<file path="src/rtl/ascon_perm_scheduler_if.sv">
// ascon_perm_scheduler_if: requester/response bundle between client engines and the scheduler
interface ascon_perm_scheduler_if #(parameter int NREQ = 2) ();
  localparam int IDW = (NREQ > 1) ? $clog2(NREQ) : 1;
  logic [NREQ-1:0]     req_valid;
  logic [NREQ-1:0]     req_ready;
  logic [NREQ*320-1:0] req_state;
  logic                rsp_valid;
  logic                rsp_ready;
  logic [IDW-1:0]      rsp_id;
  logic [319:0]        rsp_state;
  logic                rsp_err;
  modport master (
    output req_valid, req_state, rsp_ready,
    input  req_ready, rsp_valid, rsp_id, rsp_state, rsp_err
  );
  modport slave (
    input  req_valid, req_state, rsp_ready,
    output req_ready, rsp_valid, rsp_id, rsp_state, rsp_err
  );
endinterface

</file>
<file path="src/rtl/ascon_perm_scheduler.sv">
// ascon_perm_scheduler: round-robin sharing of one Ascon p12 core among NREQ requesters
module ascon_perm_scheduler #(
  parameter int NREQ    = 2,
  parameter int TIMEOUT = 31
) (
  input  logic                    clk,
  input  logic                    rst,
  ascon_perm_scheduler_if.slave   bus,
  output logic                    perm_start,
  output logic [319:0]            perm_state_in,
  input  logic [319:0]            perm_state_out,
  input  logic                    perm_done,
  output logic                    busy
);
  localparam int IDW = (NREQ > 1) ? $clog2(NREQ) : 1;
  typedef enum logic [1:0] {IDLE, LOAD, RUN, RESP} state_t;
  state_t         state, next;
  logic [IDW-1:0] ptr, gid, gnt, idx, rsp_i;
  logic [7:0]     timer;
  logic [319:0]   job, rsp_st;
  logic           rsp_e, any, timed_out;
  assign any           = (|bus.req_valid) & ~rst;
  assign timed_out     = timer >= 8'(TIMEOUT - 1);
  assign perm_state_in = job;
  assign bus.rsp_id    = rsp_i;
  assign bus.rsp_state = rsp_st;
  assign bus.rsp_err   = rsp_e;
  // descending scan so the lowest offset from ptr wins
  always_comb begin
    gnt = '0;
    idx = '0;
    for (int k = NREQ - 1; k >= 0; k--) begin
      idx = IDW'((int'(ptr) + k) % NREQ);
      gnt = bus.req_valid[idx] ? idx : gnt;
    end
  end
  always_ff @(posedge clk) begin
    if (rst) state <= IDLE;
    else     state <= next;
  end
  always_comb begin
    next = state;
    case (state)
      IDLE:    next = any ? LOAD : IDLE;
      LOAD:    next = RUN;
      RUN:     next = (perm_done || timed_out) ? RESP : RUN;
      RESP:    next = bus.rsp_ready ? IDLE : RESP;
      default: next = IDLE;
    endcase
  end
  always_comb begin
    perm_start    = state == RUN;
    busy          = state != IDLE;
    bus.rsp_valid = state == RESP;
    bus.req_ready = (state == IDLE && any) ? NREQ'(1) << gnt : '0;
  end
  always_ff @(posedge clk) begin
    if (rst) begin
      ptr    <= '0;
      gid    <= '0;
      job    <= '0;
      timer  <= '0;
      rsp_st <= '0;
      rsp_e  <= 1'b0;
      rsp_i  <= '0;
    end else begin
      if (state == IDLE && any) begin
        job <= bus.req_state[320*gnt +: 320];
        gid <= gnt;
      end
      if (state == LOAD) timer <= '0;
      if (state == RUN) begin
        timer <= (timer == 8'hff) ? timer : timer + 8'd1;
        if (perm_done || timed_out) begin
          rsp_st <= perm_done ? perm_state_out : '0;
          rsp_e  <= ~perm_done;
          rsp_i  <= gid;
        end
      end
      if (state == RESP && bus.rsp_ready) ptr <= (int'(gid) == NREQ - 1) ? '0 : gid + 1'b1;
    end
  end
endmodule

</file>
<file path="src/flat_wrapper.sv">
// flat-port wrapper written by rule: the top's interface ports become plain ports
module ascon_perm_scheduler_flat 
#(
  parameter int NREQ    = 2,
  parameter int TIMEOUT = 31
)
  (clk, rst, perm_start, perm_state_in, perm_state_out, perm_done, busy, bus_req_valid, bus_req_state, bus_rsp_ready, bus_req_ready, bus_rsp_valid, bus_rsp_id, bus_rsp_state, bus_rsp_err);
  ascon_perm_scheduler_if #(.NREQ(NREQ)) bus_i ();
  input  logic clk;
  input  logic rst;
  output logic perm_start;
  output logic [319:0] perm_state_in;
  input  logic [319:0] perm_state_out;
  input  logic perm_done;
  output logic busy;
  input wire logic [$bits(bus_i.req_valid)-1:0] bus_req_valid;
  input wire logic [$bits(bus_i.req_state)-1:0] bus_req_state;
  input wire logic [$bits(bus_i.rsp_ready)-1:0] bus_rsp_ready;
  output wire logic [$bits(bus_i.req_ready)-1:0] bus_req_ready;
  output wire logic [$bits(bus_i.rsp_valid)-1:0] bus_rsp_valid;
  output wire logic [$bits(bus_i.rsp_id)-1:0] bus_rsp_id;
  output wire logic [$bits(bus_i.rsp_state)-1:0] bus_rsp_state;
  output wire logic [$bits(bus_i.rsp_err)-1:0] bus_rsp_err;
  assign bus_i.req_valid = bus_req_valid;
  assign bus_i.req_state = bus_req_state;
  assign bus_i.rsp_ready = bus_rsp_ready;
  assign bus_req_ready = bus_i.req_ready;
  assign bus_rsp_valid = bus_i.rsp_valid;
  assign bus_rsp_id = bus_i.rsp_id;
  assign bus_rsp_state = bus_i.rsp_state;
  assign bus_rsp_err = bus_i.rsp_err;
  ascon_perm_scheduler #(.NREQ(NREQ), .TIMEOUT(TIMEOUT)) u_core (.clk(clk), .rst(rst), .bus(bus_i), .perm_start(perm_start), .perm_state_in(perm_state_in), .perm_state_out(perm_state_out), .perm_done(perm_done), .busy(busy));
endmodule
</file>
<file path="config.mk">
export PLATFORM = sky130hd
export DESIGN_NAME = ascon_perm_scheduler_flat
export DESIGN_NICKNAME = d
export VERILOG_FILES = /design/src/rtl/ascon_perm_scheduler_if.sv /design/src/rtl/ascon_perm_scheduler.sv /design/src/flat_wrapper.sv
export SDC_FILE = /design/constraint.sdc
export NUM_CORES = 1
export LEC_CHECK = 0
export ABC_AREA = 1
export BUFFER_PORTS_ARGS = -buffer_cell sky130_fd_sc_hd__buf_2
export CAP_MARGIN = 20
export CORE_AREA = 2 2 637 639
export CTS_CLUSTER_DIAMETER = 100
export CTS_CLUSTER_SIZE = 30
export DETAILED_ROUTE_END_ITERATION = 10
export DIE_AREA = 0 0 639 641
export PLACE_DENSITY = 0.3
export SYNTH_ARGS = -nofsm -noshare
export SYNTH_HDL_FRONTEND = slang
export SYNTH_SLANG_ARGS = --single-unit
</file>
<file path="constraint.sdc">
create_clock -name clk -period 2.25 [get_ports clk]
set_clock_uncertainty 0.2 [all_clocks]
set_input_delay 0.1125 -clock clk [delete_from_list [all_inputs] [get_ports clk]]
set_output_delay 0.1125 -clock clk [all_outputs]
set_load 0.02 [all_outputs]
</file>
Yosys cells after proc, flatten, opt, wreduce, memory -nomap -nowiden
Cells that the tools add are included.
Widths: inputs -> output; s select.
- add/subtract/negate cells: 3
- multiply operators: 1
- $lt $le $gt $ge: 3
- equality and inequality tests: 5
- shift operators: 2
- muxes and demuxes: 16
- bitwise gates (word level): 3
- reduce and logical (&&, ||, !) cells: 9
- operator list (cell ; count):
    $shiftx 640x11->320 ; 1
    $mux 320 ; 1
    $mux 8 ; 3
    $mux 1 ; 9
    $add 8x1->8 const B ; 1
    $eq 8x8->1 const B ; 1
    $ge 8x5->1 const B ; 1
    $pmux 2 s4 ; 1
    $eq 2x2->1 const B ; 2
    $lt 1x2->1 const B ; 2
    $mul 3x1->4 const A ; 1
    $mux 2 ; 2
    $reduce_and 2->1 ; 2
    $reduce_bool 2->1 ; 2
    $add 1x1->1 const B ; 2
    $eq 2x1->1 const B ; 1
    $logic_and 1x1->1 ; 2
    $logic_not 2->1 ; 1
    $ne 2x2->1 const B ; 1
    $not 1->1 ; 2
    $reduce_or 2->1 ; 1
    $shl 1x1->2 const A ; 1
    $and 1x1->1 ; 1
    $logic_or 1x1->1 ; 1
- bits in registers: 654

Longest topological paths before layout
- depth in word-level cells: 7
- mapped depth: 10
- mapped depth without buffers: 8

Worst setup path after synthesis
Ideal clock, no wire load.
- path kind: reg2reg
- start point: reg u_core.timer[0]
- end point: reg u_core.rsp_st[100], in the netlist u_core.bus.rsp_state[100]
- data arrival time: 1.525 ns
- setup slack: 0.455 ns
- cell stages (with the launch flop): 11
- buffers on the path: 2
- cell sequence: dfxtp_1 > inv_1 > ha_1 > or2_0 > nand2_1 > nand2_1 > nand2_2 > buf_2 > buf_2 > nand2_1 > a21oi_1
- longest elaborated chain between the ends: 3
- RTL lines (element ; line ; source):
    from (decl) ; ascon_perm_scheduler.sv:19 ; logic [7:0] timer;
    from (signal assigned) ; ascon_perm_scheduler.sv:73 ; timer <= (timer == 8'hff) ? timer : timer + 8'd1;
    $ge 8x5->1 ; ascon_perm_scheduler.sv:23 ; assign timed_out = timer >= 8'(TIMEOUT - 1);
    $logic_or 1x1->1 ; ascon_perm_scheduler.sv:74 ; if (perm_done || timed_out) begin
    $reduce_and 2->1 (no source line) ; n/a ;
    to (signal assigned) ; ascon_perm_scheduler.sv:75 ; rsp_st <= perm_done ? perm_state_out : '0;
    to (decl) ; ascon_perm_scheduler.sv:20 ; logic [319:0] job, rsp_st;
Every way passes these cells.
A chain may end at the register's enable or synchronous reset.

Worst setup path in the final report
- start point: reg u_core.ptr
- end point: out bus_req_ready[0]
- longest elaborated chain between the ends: 7
- elaborated cells on any way between the ends: 9
- classes of those cells: 1 x add/sub; 1 x shift; 7 x mux
- RTL lines (element ; line ; source):
    from (decl) ; ascon_perm_scheduler.sv:18 ; logic [IDW-1:0] ptr, gid, gnt, idx, rsp_i;
    from (signal assigned) ; ascon_perm_scheduler.sv:80 ; if (state == RESP && bus.rsp_ready) ptr <= (int'(gid) == NREQ - 1) ? '0 : gid + 1'b1;
    $add 1x1->1 ; ascon_perm_scheduler.sv:33 ; idx = IDW'((int'(ptr) + k) % NREQ);
    $mux 1 (implied by the code) (2 in series) ; ascon_perm_scheduler.sv:34 ; gnt = bus.req_valid[idx] ? idx : gnt;
    $mux 1 ; ascon_perm_scheduler.sv:34 ;
    $mux 1 (*) ; ascon_perm_scheduler.sv:34 ;
    $shl 1x1->2 (*) ; ascon_perm_scheduler.sv:55 ; bus.req_ready = (state == IDLE && any) ? NREQ'(1) << gnt : '0;
    $mux 2 (*) ; ascon_perm_scheduler.sv:55 ;
    to (decl) ; flat_wrapper.sv:19 ; output wire logic [$bits(bus_i.req_ready)-1:0] bus_req_ready;
Every way passes the cells marked *; elsewhere a longest branch is shown, timed or not. The select of a mux whose other input is x is not followed.

==> impl_metrics.py <==
metrics = {
    "power": {
        "power_switching_share_pct": 35.46,
        "p_int_uw": 22100,
        "seq_power_share_pct": 36.6,
        "vdd_drop_max_v": 0.0006741,
        "power_density_nw_per_um2": 568.8,
        "p_clk_share_pct": 36.5,
        "finalPower_uw": 34240,
        "comb_power_share_pct": 26.9,
        "netSwitchingPower_uw": 12140,
        "power_leakage_uw": 0.02610,
    },
    "setup_path": {
        "crit_path_max_incr_delay_ns": 0.33,
        "crit_path_max_fanout": 2,
        "arrival_ns": 1.90,
        "timing.critical_path.cells": "inv_1 > a21oi_4 > buf_12 > buf_8 > nor2_4 > buf_6",
        "critical_path.startpoint_type": "flip-flop",
        "crit_type": "flip-flop to primary output",
        "r2r_end": "u_core.perm_state_in[72]",
        "critical_path_required_ns": 1.94,
        "reg2reg_depth": 8,
        "reg2reg_from": "u_core.ptr",
        "end_kind": "primary output",
        "slowest_stage": "dfxtp_2",
        "r2r_slack_ns": 0.08,
    },
    "clock_tree": {
        "path_clk_slew_ns": 0.07,
        "clk_latency_ns": 0.76,
        "ctsHtreeMaxLevel": 2,
        "clk_path_buf_depth": 3,
        "cts_tree": "done",
        "clockRootBuffer": "clkbuf_16",
        "clock_sinks": 654,
        "cts_buffers": 58,
    },
    "sta": {
        "worst_slew_pin_slew_ns": 0.8769,
        "setup_viol": 0,
        "drv_slew": 0,
        "hold_slack_ns": 0.07564,
        "finalSetupTns_ns": 0,
        "fmax_ghz": 0.4530,
        "fin_ws_ns": 0.04228,
        "fin_crit_sh_pct": 98.12,
        "rsz0062_at_grt": "true",
        "period_minus_slack_ns": 2.208,
        "finalHoldViolations": 0,
        "max_slew_margin_pct": 41.54,
    },
    "global_routing": {
        "antenna_found_initial": 191,
        "grt-ovfl-total": 0,
        "grt_max_degree": 136,
        "grt_first_pass_wirelength_mm": 378.4,
        "gr-usage-all-layers_pct": 13.83,
        "grt_pass1_vias": 39974,
    },
    "detailed_routing": {
        "initialDrtViolationCount": 2328,
        "drc": 0,
        "ant_nets": 0,
        "vias_per_cell": 3.143,
        "wl_per_cell_um": 24.05,
        "vias": 39179,
        "drt-total-wl_mm": 299.8,
        "drtPass1Iterations": 5,
    },
    "logic_synthesis": {
        "ys.flop_type": "dfxtp_1",
        "async_reset_ff_share_pct": 0,
        "synthSimpleGateAreaFrac_pct": 32.68,
        "yosysWarnings": 0,
        "postSynthCellCount": 3929,
        "synth_most_common_cell": "nand2_1",
        "syn_nets": 4897,
        "syn_avg_cell_area_um2": 6.777,
        "synthesis.area_um2": 26630,
        "synth_mux_area_share_pct": 0,
        "synth_edf_count": 0,
        "synth_compound_area_share_pct": 12.43,
        "synth_commonest_cells": "2,266 x nand2_1, 654 x dfxtp_1, 653 x a21oi_1",
        "ys_types": 19,
        "ys_seq_elements": 654,
        "synthAdderAreaFrac_pct": 0.09398,
        "yosys.area.top_type": "dfxtp_1",
        "synth_top_area_share_pct": 49.17,
        "synth-xor-area-share_pct": 0,
        "synth_area_leaders": "dfxtp_1 49%, nand2_1 32%, a21oi_1 12%, buf_2 2.9%, clkbuf_1 1.3%",
        "synth_top_family_by_area": "simple AND/OR/NAND/NOR gates",
        "seq_area_frac_synth_pct": 49.17,
    },
    "floorplan": {
        "die-area_um2": 409600,
        "fp.dieH_um": 641,
        "core.rowCount": 233,
        "boundaryPins": 1613,
        "die_w_um": 639,
        "core_area_um2": 402000,
        "initial_utilization_pct": 6.624,
    },
    "worst_hold_path": {
        "holdCritStartpoint": "perm_state_out[9]",
        "min_to": "u_core.bus.rsp_state[9]",
        "min_path_cells": 4,
        "hold_class": "input port to flip-flop",
    },
    "placed_design": {
        "pre_cts_ws_ns": -0.01848,
        "port_buffers": 1612,
        "place_area_um2": 41980,
        "dp_hpwl_mm": 252.5,
        "gp_congestion": 0.8994,
    },
    "run_status": {
        "outcome": "finished, final reports clean",
    },
    "finish": {
        "fin_area_um2": 60200,
        "drive_gt1_share_pct": 27.11,
        "nets": 8000,
        "area_growth_pct": 126.1,
    },
    "job": {
        "maxCapViolations": 0,
    },
}
-- placed cells by master, fill, tap and decap left out, drive strengths merged, types with 6 or more instances in the layout --
master       netlist  layout
nand3             13      13
diode              0      96
inv               23      44
nand2           2267    2267
a21oi            654     654
dfxtp            654     654
buf              195    1790
clkinv             0      15
bufinv             0       7
nor2              19      19
clkbuf            89      69
o21ai              6       6
dlygate4sd3        0    1531
-- cells by family after synthesis --
| kind of cell | Yosys count |
|---|---|
| DFF | 654 |
| buffers and inverters | 307 |
| AOI/OAI and AO/OA | 660 |
| and+or+nand+nor | 2306 |
| adders and majority gates | 2 |
-- worst max path at each step --
stage	start	end	slack, ns	cells past startpoint
floorplan	u_core.timer[0]	u_core.bus.rsp_state[100]	0.46	10
global placement	u_core.state[0]	bus_req_ready[1]	-0.03	5
detailed placement	u_core.state[0]	bus_req_ready[1]	-0.02	5
CTS	u_core.state[0]	bus_req_ready[0]	-0.11	6
global route	u_core.ptr	bus_req_ready[1]	-0.07	6
finish	u_core.ptr	bus_req_ready[0]	0.04	6
-- flip-flops by register name, indices dropped and copies added (netlist names) --
name,cells
u_core.bus.rsp_state,320
u_core.state,2
u_core.bus.rsp_id,1
u_core.gid,1
u_core.timer,8
u_core.bus.rsp_err,1
u_core.ptr,1
u_core.perm_state_in,320
-- timing repair --
action	4_1_cts	5_1_grt
hold buffers	1531	0
setup buffers	12	2
pin swaps	6	5
gates resized for setup	26	16
cloned	0	6
endpoints found under the setup margin	2	52
endpoints found under the hold margin	654	0
-- power groups by stage --
stage          Clock (uW)  Sequential [uW]  Combinational (uW)
2_1_floorplan           0            13500                2030
3_3_place_gp            0            12800                6970
3_5_place_dp            0            12800                6950
4_1_cts             13200            12500                9390
5_1_grt             13400            12600                9990
6_report            12500            12500                9210
-- metrics by stage --
step / util, % / instances
after global routing: 14.94 / 12410
final: 14.97 / 12464
after floorplan: - / 3929
after detailed placement: 10.44 / 10710
after CTS: 14.86 / 12360
after global placement: 10.44 / 10710
-- final cells by class --
type                            count  area [um2]
Multi-Input combinational cell   2968       12110
Antenna cell                       96       240.2
Fill cell                       46301      341800
Clock buffer                       63        1490
Inverter                           23       93.84
Sequential cell                   654       13100
Tap cell                         5287        6615
Timing Repair Buffer             3327       25790
Clock inverter                     46       763.2
-- critical path, delay by kind of cell (launching register included) --
family,cells,cell delay (ns)
buffers and inverters,4,0.58
and+or+nand+nor,1,0.12
DFF,1,0.33
AOI/OAI and AO/OA,1,0.10
-- metal layers --
layer	global-route usage, %	vias up	share of wire (%)
met5	0	-	0.22
met4	4.301	100	3.4
met3	7.409	410	12
met2	21.76	1486	44
met1	16.01	18482	40
li1	-	18701	-
No activity file was read; power rests on OpenSTA's default activity.
